$ cat src/rtl/fpu_div_if.sv
// Request/response bundle for the iterative double-precision divider.
// The requester drives the operands and enable; the divider returns the result and flags.
interface fpu_div_if;
   logic        enable;
   logic [1:0]  rmode;
   logic [63:0] opa;
   logic [63:0] opb;
   logic        busy;
   logic        ready;
   logic [63:0] outfp;
   logic        inexact;
   logic        overflow;
   logic        underflow;
   logic        div_by_zero;
   logic        invalid;

   modport master (
      output enable, rmode, opa, opb,
      input  busy, ready, outfp, inexact, overflow, underflow, div_by_zero, invalid
   );

   modport slave (
      input  enable, rmode, opa, opb,
      output busy, ready, outfp, inexact, overflow, underflow, div_by_zero, invalid
   );
endinterface

$ cat src/rtl/fpu_div.sv
// Iterative IEEE-754 double divider: unpack, restoring division one bit per cycle, round.
// Special cases run the full iteration count so every operation takes the same 58 cycles.
module fpu_div #(
   parameter int QBITS = 55,
   parameter int CNT_W = 6
) (
   input  logic     clk,
   input  logic     rst,
   input  logic     srst,
   fpu_div_if.slave bus
);

   typedef enum logic [1:0] {
      IDLE   = 2'd0,
      UNPACK = 2'd1,
      DIVIDE = 2'd2,
      ROUND  = 2'd3
   } state_t;

   typedef enum logic [2:0] {
      SP_NONE = 3'd0,
      SP_NAN  = 3'd1,
      SP_INF  = 3'd2,
      SP_DBZ  = 3'd3,
      SP_ZERO = 3'd4
   } special_t;

   localparam logic [CNT_W-1:0] LAST_CNT = CNT_W'(QBITS - 1);

   state_t             state_r, state_s;
   logic [63:0]        opa_r, opb_r;
   logic [1:0]         rmode_r;
   logic               sign_r;
   logic signed [12:0] exp_r;
   logic [52:0]        mb_r;
   logic [53:0]        rem_r;
   logic [QBITS-1:0]   q_r;
   logic [CNT_W-1:0]   cnt_r;
   special_t           spc_r;

   logic               busy_r, ready_r;
   logic [63:0]        outfp_r;
   logic               inexact_r, overflow_r, underflow_r, dbz_r, invalid_r;

   logic               zero_a_s, zero_b_s, inf_a_s, inf_b_s, nan_a_s, nan_b_s;
   logic [52:0]        ma_s, mb_s;
   special_t           spc_s;

   logic               ge_s;
   logic [53:0]        rem_sel_s, rem_nx_s;

   logic [51:0]        frac_raw_s;
   logic [52:0]        frac_inc_s;
   logic               guard_s, sticky_s, inc_s, carry_s;
   logic signed [12:0] e_s, e_fin_s;
   logic [63:0]        res_s;
   logic               inexact_s, overflow_s, underflow_s, dbz_s, invalid_s;

   // State register
   always_ff @(posedge clk or negedge rst) begin
      if (!rst) begin
         state_r <= IDLE;
      end else if (srst) begin
         state_r <= IDLE;
      end else begin
         state_r <= state_s;
      end
   end

   // Next-state sequencing
   always_comb begin
      state_s = state_r;
      case (state_r)
         IDLE: begin
            if (bus.enable) state_s = UNPACK;
            else            state_s = IDLE;
         end
         UNPACK: state_s = DIVIDE;
         DIVIDE: begin
            if (cnt_r == LAST_CNT) state_s = ROUND;
            else                   state_s = DIVIDE;
         end
         ROUND:   state_s = IDLE;
         default: state_s = IDLE;
      endcase
   end

   // Operand classification; denormals collapse to zero
   always_comb begin
      zero_a_s = (opa_r[62:52] == 11'd0);
      zero_b_s = (opb_r[62:52] == 11'd0);
      inf_a_s  = (opa_r[62:52] == 11'h7FF) && (opa_r[51:0] == 52'd0);
      inf_b_s  = (opb_r[62:52] == 11'h7FF) && (opb_r[51:0] == 52'd0);
      nan_a_s  = (opa_r[62:52] == 11'h7FF) && (opa_r[51:0] != 52'd0);
      nan_b_s  = (opb_r[62:52] == 11'h7FF) && (opb_r[51:0] != 52'd0);
      if (zero_a_s) ma_s = 53'd0;
      else          ma_s = {1'b1, opa_r[51:0]};
      if (zero_b_s) mb_s = 53'd0;
      else          mb_s = {1'b1, opb_r[51:0]};
      if (nan_a_s || nan_b_s || (zero_a_s && zero_b_s) || (inf_a_s && inf_b_s)) spc_s = SP_NAN;
      else if (inf_a_s)                                                        spc_s = SP_INF;
      else if (zero_b_s)                                                       spc_s = SP_DBZ;
      else if (zero_a_s || inf_b_s)                                            spc_s = SP_ZERO;
      else                                                                     spc_s = SP_NONE;
   end

   // One restoring-division step; rem stays below 2*mb so 54 bits suffice
   always_comb begin
      ge_s = (rem_r >= {1'b0, mb_r});
      if (ge_s) rem_sel_s = rem_r - {1'b0, mb_r};
      else      rem_sel_s = rem_r;
      rem_nx_s = rem_sel_s << 1'b1;
   end

   // Normalise, round and resolve special/overflow/underflow results
   always_comb begin
      if (q_r[QBITS-1]) begin
         frac_raw_s = q_r[QBITS-2:2];
         guard_s    = q_r[1];
         sticky_s   = q_r[0] | (rem_r != 54'd0);
         e_s        = exp_r;
      end else begin
         frac_raw_s = q_r[QBITS-3:1];
         guard_s    = q_r[0];
         sticky_s   = (rem_r != 54'd0);
         e_s        = exp_r - 13'sd1;
      end
      case (rmode_r)
         2'b00:   inc_s = guard_s & (sticky_s | frac_raw_s[0]);
         2'b01:   inc_s = 1'b0;
         2'b10:   inc_s = ~sign_r & (guard_s | sticky_s);
         2'b11:   inc_s = sign_r & (guard_s | sticky_s);
         default: inc_s = 1'b0;
      endcase
      // The hidden bit is always 1, so a fraction carry is the significand carry
      frac_inc_s = {1'b0, frac_raw_s} + {52'd0, inc_s};
      carry_s    = frac_inc_s[52];
      if (carry_s) e_fin_s = e_s + 13'sd1;
      else         e_fin_s = e_s;

      res_s       = 64'd0;
      inexact_s   = 1'b0;
      overflow_s  = 1'b0;
      underflow_s = 1'b0;
      dbz_s       = 1'b0;
      invalid_s   = 1'b0;
      case (spc_r)
         SP_NAN: begin
            res_s     = 64'h7FF8_0000_0000_0000;
            invalid_s = 1'b1;
         end
         SP_INF: res_s = {sign_r, 11'h7FF, 52'd0};
         SP_DBZ: begin
            res_s = {sign_r, 11'h7FF, 52'd0};
            dbz_s = 1'b1;
         end
         SP_ZERO: res_s = {sign_r, 63'd0};
         SP_NONE: begin
            if (e_fin_s >= 13'sd2047) begin
               overflow_s = 1'b1;
               inexact_s  = 1'b1;
               if ((rmode_r == 2'b01) || ((rmode_r == 2'b10) && sign_r) ||
                   ((rmode_r == 2'b11) && !sign_r)) begin
                  res_s = {sign_r, 63'h7FEF_FFFF_FFFF_FFFF};
               end else begin
                  res_s = {sign_r, 11'h7FF, 52'd0};
               end
            end else if (e_fin_s <= 13'sd0) begin
               res_s       = {sign_r, 63'd0};
               underflow_s = 1'b1;
               inexact_s   = 1'b1;
            end else begin
               res_s     = {sign_r, e_fin_s[10:0], frac_inc_s[51:0]};
               inexact_s = guard_s | sticky_s;
            end
         end
         default: res_s = 64'd0;
      endcase
   end

   // Operand capture, iteration registers and registered results
   always_ff @(posedge clk or negedge rst) begin
      if (!rst) begin
         opa_r <= 64'd0;  opb_r <= 64'd0;  rmode_r <= 2'd0;
         sign_r <= 1'b0;  exp_r <= 13'sd0; mb_r <= 53'd0;
         rem_r <= 54'd0;  q_r <= {QBITS{1'b0}}; cnt_r <= {CNT_W{1'b0}};
         spc_r <= SP_NONE;
         busy_r <= 1'b0;  ready_r <= 1'b0; outfp_r <= 64'd0;
         inexact_r <= 1'b0; overflow_r <= 1'b0; underflow_r <= 1'b0;
         dbz_r <= 1'b0;   invalid_r <= 1'b0;
      end else if (srst) begin
         opa_r <= 64'd0;  opb_r <= 64'd0;  rmode_r <= 2'd0;
         sign_r <= 1'b0;  exp_r <= 13'sd0; mb_r <= 53'd0;
         rem_r <= 54'd0;  q_r <= {QBITS{1'b0}}; cnt_r <= {CNT_W{1'b0}};
         spc_r <= SP_NONE;
         busy_r <= 1'b0;  ready_r <= 1'b0; outfp_r <= 64'd0;
         inexact_r <= 1'b0; overflow_r <= 1'b0; underflow_r <= 1'b0;
         dbz_r <= 1'b0;   invalid_r <= 1'b0;
      end else begin
         ready_r <= 1'b0;
         case (state_r)
            IDLE: begin
               if (bus.enable) begin
                  opa_r   <= bus.opa;
                  opb_r   <= bus.opb;
                  rmode_r <= bus.rmode;
                  busy_r  <= 1'b1;
               end
            end
            UNPACK: begin
               sign_r <= opa_r[63] ^ opb_r[63];
               exp_r  <= $signed({2'b00, opa_r[62:52]}) - $signed({2'b00, opb_r[62:52]}) + 13'sd1023;
               mb_r   <= mb_s;
               rem_r  <= {1'b0, ma_s};
               q_r    <= {QBITS{1'b0}};
               cnt_r  <= {CNT_W{1'b0}};
               spc_r  <= spc_s;
            end
            DIVIDE: begin
               q_r   <= {q_r[QBITS-2:0], ge_s};
               rem_r <= rem_nx_s;
               cnt_r <= cnt_r + {{(CNT_W-1){1'b0}}, 1'b1};
            end
            ROUND: begin
               outfp_r     <= res_s;
               inexact_r   <= inexact_s;
               overflow_r  <= overflow_s;
               underflow_r <= underflow_s;
               dbz_r       <= dbz_s;
               invalid_r   <= invalid_s;
               ready_r     <= 1'b1;
               busy_r      <= 1'b0;
            end
            default: ready_r <= 1'b0;
         endcase
      end
   end

   assign bus.busy        = busy_r;
   assign bus.ready       = ready_r;
   assign bus.outfp       = outfp_r;
   assign bus.inexact     = inexact_r;
   assign bus.overflow    = overflow_r;
   assign bus.underflow   = underflow_r;
   assign bus.div_by_zero = dbz_r;
   assign bus.invalid     = invalid_r;

endmodule

$ cat src/flat_wrapper.sv
// flat-port wrapper written by rule: the top's interface ports become plain ports
module fpu_div_flat 
#(
   parameter int QBITS = 55,
   parameter int CNT_W = 6
)
  (clk, rst, srst, bus_enable, bus_rmode, bus_opa, bus_opb, bus_busy, bus_ready, bus_outfp, bus_inexact, bus_overflow, bus_underflow, bus_div_by_zero, bus_invalid);
  fpu_div_if bus_i ();
  input  logic clk;
  input  logic rst;
  input  logic srst;
  input wire logic [$bits(bus_i.enable)-1:0] bus_enable;
  input wire logic [$bits(bus_i.rmode)-1:0] bus_rmode;
  input wire logic [$bits(bus_i.opa)-1:0] bus_opa;
  input wire logic [$bits(bus_i.opb)-1:0] bus_opb;
  output wire logic [$bits(bus_i.busy)-1:0] bus_busy;
  output wire logic [$bits(bus_i.ready)-1:0] bus_ready;
  output wire logic [$bits(bus_i.outfp)-1:0] bus_outfp;
  output wire logic [$bits(bus_i.inexact)-1:0] bus_inexact;
  output wire logic [$bits(bus_i.overflow)-1:0] bus_overflow;
  output wire logic [$bits(bus_i.underflow)-1:0] bus_underflow;
  output wire logic [$bits(bus_i.div_by_zero)-1:0] bus_div_by_zero;
  output wire logic [$bits(bus_i.invalid)-1:0] bus_invalid;
  assign bus_i.enable = bus_enable;
  assign bus_i.rmode = bus_rmode;
  assign bus_i.opa = bus_opa;
  assign bus_i.opb = bus_opb;
  assign bus_busy = bus_i.busy;
  assign bus_ready = bus_i.ready;
  assign bus_outfp = bus_i.outfp;
  assign bus_inexact = bus_i.inexact;
  assign bus_overflow = bus_i.overflow;
  assign bus_underflow = bus_i.underflow;
  assign bus_div_by_zero = bus_i.div_by_zero;
  assign bus_invalid = bus_i.invalid;
  fpu_div #(.QBITS(QBITS), .CNT_W(CNT_W)) u_core (.clk(clk), .rst(rst), .srst(srst), .bus(bus_i));
endmodule
$ cat config.mk
export PLATFORM = sky130hd
export DESIGN_NAME = fpu_div_flat
export DESIGN_NICKNAME = d
export VERILOG_FILES = /design/src/rtl/fpu_div_if.sv /design/src/rtl/fpu_div.sv /design/src/flat_wrapper.sv
export SDC_FILE = /design/constraint.sdc
export NUM_CORES = 1
export LEC_CHECK = 0
export CAP_MARGIN = 20
export CELL_PAD_IN_SITES_DETAIL_PLACEMENT = 1
export CELL_PAD_IN_SITES_GLOBAL_PLACEMENT = 2
export CORE_MARGIN = 4
export CORE_UTILIZATION = 38
export CTS_BUF_LIST = sky130_fd_sc_hd__clkbuf_8
export DETAILED_ROUTE_END_ITERATION = 12
export PLACE_DENSITY_LB_ADDON = 0.25
export SYNTH_ARGS = -nofsm -noshare
export SYNTH_HDL_FRONTEND = slang
export SYNTH_SLANG_ARGS = --single-unit
$ cat constraint.sdc
create_clock -name clk -period 7.35 [get_ports clk]
set_input_delay 1.8375 -clock clk [delete_from_list [all_inputs] [get_ports clk]]
set_output_delay 1.8375 -clock clk [all_outputs]
set_load 0.005 [all_outputs]
# [Word level (Yosys, flattened, before mapping)]
# Index checks and enable logic that the tools add are counted.
[classes] add_sub_neg=7 n_lt_le_gt_ge=3 n_eq_ne=14 mux=71 reduce_logical=34 bitwise_logic=8
[op_table] op="64-bit 2-to-1 mux" count=8
[op_table] op="53-bit 2-to-1 mux" count=6
[op_table] op="64-bit one-hot mux with 4 select lines" count=1
[op_table] op="63-bit 2-to-1 mux" count=2
[op_table] op="55-bit one-hot mux with 2 select lines" count=1
[op_table] op="54-bit one-hot mux with 2 select lines" count=1
[op_table] op="52-bit logical NOT" count=2
[op_table] op="52-bit nonzero test" count=2
[op_table] op="55-bit 2-to-1 mux" count=1
[op_table] op="54-bit by 53-bit >= comparator with 1-bit output" count=1
[op_table] op="54-bit 2-to-1 mux" count=1
[op_table] op="54-bit nonzero test" count=1
[op_table] op="52-bit by 1-bit adder with 53-bit output" count=1
[op_table] op="53-bit subtractor" count=1
[op_table] op="13-bit 2-to-1 mux" count=4
[op_table] op="52-bit 2-to-1 mux" count=1
[op_table] op="1-bit 2-to-1 mux" count=30
[op_table] op="11-bit equality test (second input constant)" count=2
[op_table] op="11-bit logical NOT" count=2
[op_table] op="3-bit 2-to-1 mux" count=6
[op_table] op="13-bit by 11-bit adder with 13-bit output (second input constant)" count=1
[op_table] op="13-bit by 2-bit adder with 13-bit output (second input constant)" count=1
[op_table] op="13-bit by 12-bit >= comparator with 1-bit output (second input constant)" count=1
[op_table] op="13-bit by 1-bit <= comparator with 1-bit output (second input constant)" count=1
[op_table] op="other kinds (29)" count=59
[word_totals] word_cells=156 output_inout_bits=71 inputBits=134 ff_bits=388

# [Longest topological paths before layout]
[depth] word_depth=14 ltp_mapped=26 ltp_nobuf=17

# [Least setup slack after synthesis]
# OpenSTA, ideal clock, no wires.
[synth_timing] path_type="register to register" start="register u_core.q_r[54]" end="register u_core.outfp_r[57] (netlist: u_core.bus.outfp[57])" synth_period_minus_slack_ns=5.797 t_required_ns=7.224 slack_ns=1.553 path_buffers=9 path_stages_with_launch=25 arrival_ns=5.671 setup_ns=0.126 path_cell_list="dfrtp_1 -> buf_4 -> buf_4 -> buf_2 -> buf_1 -> clkbuf_1 -> buf_1 -> clkbuf_1 -> mux2i_1 -> a2111oi_0 -> a31o_2 -> ha_1 -> ha_1 -> nand2_1 -> a2111oi_4 -> nand4_1 -> or3_1 -> buf_2 -> nor4_1 -> nor3_1 -> a41oi_2 -> nor2_2 -> o31a_1 -> buf_2 -> a221o_1"
[synth_via] elab_chain_len=12 elab_cells_between_ends=20 cone_classes="add/sub (2); order compare (2); mux (11); bitwise (5)"
[synth_lines] item="start: declaration" line="fpu_div.sv:37" source="logic [QBITS-1:0] q_r;"
[synth_lines] item="start signal: assignment" line="fpu_div.sv:215" source="q_r <= {QBITS{1'b0}};"
[synth_lines] item="start signal: assignment" line="fpu_div.sv:220" source="q_r <= {q_r[QBITS-2:0], ge_s};"
[synth_lines] item="1-bit 2-to-1 mux / 52-bit 2-to-1 mux (equally long branches)" line="fpu_div.sv:117" source="if (q_r[QBITS-1]) begin"
[synth_lines] item="1-bit OR (on tied branches)" line="fpu_div.sv:131, fpu_div.sv:132, fpu_div.sv:129"
[synth_lines] item="1-bit bitwise AND (on tied branches)" line="fpu_div.sv:132, fpu_div.sv:129, fpu_div.sv:131"
[synth_lines] item="1-bit one-hot mux with 4 select lines" line="fpu_div.sv:128" source="case (rmode_r)"
[synth_lines] item="52-bit by 1-bit adder with 53-bit output" line="fpu_div.sv:136" source="frac_inc_s = {1'b0, frac_raw_s} + {52'd0, inc_s};"
[synth_lines] item="13-bit 2-to-1 mux (*)" line="fpu_div.sv:138" source="if (carry_s) e_fin_s = e_s + 13'sd1;"
[synth_lines] item="13-bit by 1-bit <= comparator with 1-bit output" line="fpu_div.sv:168" source="end else if (e_fin_s <= 13'sd0) begin"
[synth_lines] item="63-bit 2-to-1 mux" line="fpu_div.sv:168"
[synth_lines] item="63-bit 2-to-1 mux (*)" line="fpu_div.sv:159" source="if (e_fin_s >= 13'sd2047) begin"
[synth_lines] item="64-bit one-hot mux with 4 select lines (*)" line="fpu_div.sv:147" source="case (spc_r)"
[synth_lines] item="64-bit 2-to-1 mux (*)" line="fpu_div.sv:201" source="case (state_r)"
[synth_lines] item="64-bit 2-to-1 mux (*)" line="fpu_div.sv:191" source="end else if (srst) begin"
[synth_lines] item="end signal: assignment" line="fpu_div.sv:225" source="outfp_r <= res_s;"
[synth_lines] item="end: declaration" line="fpu_div.sv:42" source="logic [63:0] outfp_r;"
# Every way passes the cells marked *; elsewhere a longest branch is shown, timed or not. The select of a mux whose other input is x is not followed.
# A chain may end at the register's enable or synchronous reset.

# [Worst setup path after layout]
[layout_timing] start="register u_core.rem_r[0]" end="register u_core.outfp_r[11] (netlist: u_core.bus.outfp[11])"
[layout_via] elab_chain_len=14 elab_cells_between_ends=18 cone_classes="add/sub (1); order compare (2); mux (8); bitwise (6); reduce/logical (1)"
[layout_lines] item="start: declaration" line="fpu_div.sv:36" source="logic [53:0] rem_r;"
[layout_lines] item="start signal: assignment" line="fpu_div.sv:214" source="rem_r <= {1'b0, ma_s};"
[layout_lines] item="start signal: assignment" line="fpu_div.sv:221" source="rem_r <= rem_nx_s;"
[layout_lines] item="54-bit nonzero test (*)" line="fpu_div.sv:120, fpu_div.sv:125"
[layout_lines] item="1-bit OR" line="fpu_div.sv:120" source="sticky_s = q_r[0] | (rem_r != 54'd0);"
[layout_lines] item="1-bit 2-to-1 mux (*)" line="fpu_div.sv:117"
[layout_lines] item="1-bit OR (on tied branches)" line="fpu_div.sv:131, fpu_div.sv:132, fpu_div.sv:129"
[layout_lines] item="1-bit bitwise AND (on tied branches)" line="fpu_div.sv:132, fpu_div.sv:129, fpu_div.sv:131"
[layout_lines] item="1-bit one-hot mux with 4 select lines (*)" line="fpu_div.sv:128"
[layout_lines] item="52-bit by 1-bit adder with 53-bit output (*)" line="fpu_div.sv:136"
[layout_lines] item="13-bit 2-to-1 mux" line="fpu_div.sv:138"
[layout_lines] item="13-bit by 1-bit <= comparator with 1-bit output" line="fpu_div.sv:168"
[layout_lines] item="63-bit 2-to-1 mux" line="fpu_div.sv:168"
[layout_lines] item="63-bit 2-to-1 mux (*)" line="fpu_div.sv:159"
[layout_lines] item="64-bit one-hot mux with 4 select lines (*)" line="fpu_div.sv:147"
[layout_lines] item="64-bit 2-to-1 mux (*)" line="fpu_div.sv:201"
[layout_lines] item="64-bit 2-to-1 mux (*)" line="fpu_div.sv:191"
# Marked as above.

==> flow_results.org <==
** Flow run
- Max-cap check violation count :: 0

** Die
- Die width :: 255 um
- I/O pin count :: 205
- The floorplan step defined a die boundary enclosing approximately 65000 um^2.
- The total area inside the core boundary comes to 60500 um^2.
- Row count :: 90
- In this run the vertical extent of the chip is 255 um.
- Starting Density :: 38.5%

** Timing
- Total of endpoints with negative setup slack in the final report :: 0
- Highest Clock Rate :: 0.175 GHz
- The worst path meets setup with between 1500 and 2000 ps of slack.
- Total count of max-transition violations in the final report :: 0
- The final number of hold-violating endpoints is 0.
- For the pin with the worst max-slew slack, the measured transition is 1110 ps.
- The worst path uses approximately 78% of the clock period.
- For the final routed database, the setup TNS stands at 0 ps.
- For the final database, setup skew stands at about 24 ps.
- The worst path needs ~5700 ps of the cycle, external delays included.
- Unrepaired setup endpoints after global routing :: no
- Max-slew headroom at the worst pin :: around a quarter

** GRT
- The first global-routing pass estimated 127 mm of wire.
- Global routing consumed, on the met3 layer, 3.66% of the routing resources.
- For this run, global-route usage on met2 was measured as 38.6%.
- For this run the aggregate overflow at the end of global routing stands at 0.
- Vias in the first global route :: 21700
- Largest net degree at the start of global routing :: 162
- Initial antenna violation count :: 1
- GR Util met1 :: 33.3%
- Global routing used between 20% and 30% of the available tracks across all layers.
- Most used routing layer in global routing :: met2

** Route
- Dividing the detail-routed wire length by the instance count gives 22.9 um.
- The first detailed-routing pass took 5 iterations.
- Detailed Route WL :: 79.6 mm
- After detailed routing, the number of remaining DRC violations is 0.
- In the routed layout, each cell is associated on average with a via count of 5.93.
- For this block, the via count after detailed routing is 20600.
- The detail route stage leaves a number of antenna-violating nets equal to 0.
- The detailed router finished its first iteration with 1288 violations.

** Synthesis
- Summing the areas of all xor and xnor instances in the mapped netlist gives 5.76% of the synthesized area.
- Ranked by total cell area, the synthesized netlist is headed by dfrtp_1, a22o_1, ha_1.
- Summed over all instances, the cell type with the most area after synthesis is dfrtp_1.
- By area, the combinational part of the netlist is dominated by compound AO/OA/AOI/OAI gates.
- Most used flip-flop cell after synthesis :: dfrtp_1
- Number of nets in the synthesized netlist :: 2744
- Synthesized area per cell :: just over 9 um^2
- Measured against the total synthesized area, the mux share comes to 2.60%.
- In this run, synthesis produced a sequential element count of 388.
- Async set-or-reset flop fraction in the synthesized netlist :: 100%
- Number of different library cells in the post-synthesis netlist :: 81
- Share of synthesized cell area in full adder, half adder and majority cells :: 4.26%
- For this run, the register share of the synthesized area comes to 41.7%.
- The synthesized design devotes to its leading area cell type 41.7% of total area.
- Number of synthesized flops with an enable pin :: 0
- Summing the areas of all compound-gate instances in the mapped netlist gives 25.3% of the synthesized area.
- Netlist Area Pre-Place :: 23300 um^2
- Synth Instances :: around 2500
- Of the total synthesized cell area, the portion taken by AND, OR, NAND and NOR gates is about 15%.
- The Yosys step of the flow raised 0 warnings.

** Pwr
- For this design the static power due to leakage is approximately 12 nW.
- Relative contribution of sequential cells to total power :: 32.6%
- Per report_power, the combinational group accounts for 36.6% of the total.
- In this run the power spent charging and discharging nets is 2.79 mW.
- Cell internal power was estimated by the tool at 4.56 mW.
- IR analysis of the VDD net gives a maximum drop of roughly 0.00016 V.
- In this run, the clock network consumes 30.8% of the power.
- Of the total power, the share spent switching nets is between 30 and 40%.
- Power density over cell area :: roughly 270 nW/um^2

** Worst setup path
- Critical path's largest stage delay :: between 700 and 800 ps
- Maximum net fanout on the critical path :: 39
- Data arrives at the worst endpoint at 6270 ps.
- Data on the critical path is required at its endpoint by between 7000 and 8000 ps.
- Most repeated library cell on the critical path :: nor4_1
- The critical path is of the reg -> reg type.
- Cell at the slowest stage of the critical path :: nor4_1
- The critical path starts at u_core.rem_r[0].
- The worst register-to-register path begins at u_core.rem_r[0].
- STA classifies the critical path startpoint as a flop.
- The critical path goes through nor4_1 -> nand4_1 -> nor4_1 -> nand2_1 -> a31o_2 -> ha_1 -> ha_1 -> nand2_1 -> a2111oi_4 -> nand4_1 -> or3_1 -> nor4_1 -> nor3_1 -> a41oi_2 -> nor2_4 -> buf_4 -> a21oi_1 -> o21ai_0.
- Category of the worst setup path capture point :: flop

** Min path
- The worst hold path begins at u_core.bus.outfp[15].
- Path type of the worst min-delay path :: reg -> reg

** Clock network
- Number of H-tree levels :: 3
- Clock tree synthesis found a total of 388 sinks.
- The clock passes through at most 3 buffers.
- TritonCTS built the clock tree.
- Clock latency on the worst-skew pair, taken at its later pin, is ~670 ps.
- Clock slew seen by the registers of the worst setup and hold paths :: 50 ps
- The root buffer cell chosen for the clock tree is clkbuf_8.
- After clock tree synthesis, the repair step resized 0 gates.
- Number of buffers added by the clock tree synthesis step :: 74
- Hold_buf cts :: 0
- Post-CTS setup buffer count :: 0

** Cells and area
- Share of post-route cells with drive strength above 1 :: under 10%
- Share of the core filled with cells in the final layout :: between 40% and 50%
- Most common cell after layout, fill and taps aside :: dfrtp_1
- The finished layout holds 3480 standard cells, fillers aside.
- Commonest non-fill, non-tap cells in the layout :: dfrtp_1, a22o_1, nand2_1, clkdlybuf4s50_1, a21oi_1
- The net count of the finished layout is 2857.
- Area added between synthesis and finish :: 17.8%

** Place
- Prior to clock tree synthesis, the placed netlist has a worst setup slack of 1670 ps.
- Last weighted congestion value of the routability-driven placer :: roughly 0.89
- Input and output buffers added on the ports amount to roughly 200.
- Number of cells in the design after placement :: 3349
- Sum of net half-perimeters after detailed placement :: 57.8 mm

** Outcome
- Status :: finished clean
-- power by group through the flow --
stage / combinational [mW] / sequential, mW / clock, mW
floorplan: 1.89 / 2.37 / 0
global placement: 2.64 / 2.42 / 0
detailed placement: 2.66 / 2.43 / 0
CTS: 2.68 / 2.39 / 2.33
global route: 2.96 / 2.41 / 2.43
finish: 2.69 / 2.40 / 2.27
-- worst max-delay path: cells and delay by family (launching register included) --
family	cells	cell delay [ps]
buf+inv	1	440
compound gates	5	1000
flops	1	410
simple gates	10	3310
fa+ha+maj	2	410
-- per-stage QoR --
step                hold slack, ps  power, mW  instance area, um^2
floorplan                      444       4.26                23300
global placement               461       5.06                25800
detailed placement             472       5.10                25800
CTS                            485       7.41                27400
global route                   498       7.80                27400
finish                         475       7.35                27400
-- kinds of logic (layout without fill, tap and decap cells) --
logic type / count (synthesis) / after routing
AO/OA/AOI/OAI: 835 / 835
XOR/XNOR: 153 / 153
adder cells (fa/ha/maj): 78 / 78
buffers and inverters: 315 / 480
flip-flops: 388 / 388
multiplexers: 60 / 60
other: 0 / 1
AND/OR/NAND/NOR: 703 / 703
-- synthesized netlist by cell type (15+ instances only) --
cell and count:
a21oi_1 173, mux2i_1 56, a221o_1 17, a21boi_0 15, buf_1 17, a211oi_1 42, a31oi_1 25, ha_1 76
dfrtp_1 388, clkbuf_1 155, buf_2 19, or3_1 18, a21o_1 29, nand2b_1 16, and3_1 28, xor2_1 58
o21ai_0 157, nand4_1 42, nor4_1 70, a221oi_1 31, a22o_1 233, nor2_1 121, nor3_1 39, nor2b_1 15
nand3_1 71, nand2_1 230, inv_1 119, xnor2_1 95
-- routing by layer --
layer	up-vias	routed length (um)	part of all wire (%)
li1	9597	-	-
met1	10400	36800	46
met2	502	37100	47
met3	133	3200	4.0
met4	0	2520	3.2
met5	-	0	0
-- final timing paths --
| kind | slack [ps] | depth (start not counted) | end |
|---|---|---|---|
| setup / recovery | 1650 | 18 | u_core.bus.outfp[11] |
| min in group asynchronous | 1210 | 1 | u_core.bus.outfp[24] |
| hold / removal | 480 | 2 | u_core.bus.outfp[15] |
| setup reg to reg | 1650 | 18 | u_core.bus.outfp[11] |
| hold reg to reg | 480 | 2 | u_core.bus.outfp[15] |
| max in group asynchronous | 4690 | 2 | u_core.opb_r[51] |
-- registers in the layout (all words and copies together), names as in the netlist --
register	cells
u_core.bus.outfp	64
u_core.q_r	55
u_core.bus.busy	1
u_core.rem_r	54
u_core.bus.invalid	1
u_core.rmode_r	2
u_core.bus.ready	1
u_core.exp_r	13
u_core.opa_r	64
u_core.opb_r	64
u_core.mb_r	53
u_core.sign_r	1
u_core.bus.inexact	1
u_core.bus.overflow	1
u_core.cnt_r	6
u_core.state_r	2
u_core.spc_r	3
u_core.bus.div_by_zero	1
u_core.bus.underflow	1
-- final cells by class --
class,count,area (um^2)
well taps,782,978
repair buffers,233,2320
clock buffers,90,1240
clock inverters,38,312
flip-flops and latches,388,9710
multi-input cells,1829,12400
inverters,119,447
fillers,6908,33100
diodes,1,2.50
No activity file was read; power rests on OpenSTA's default activity.
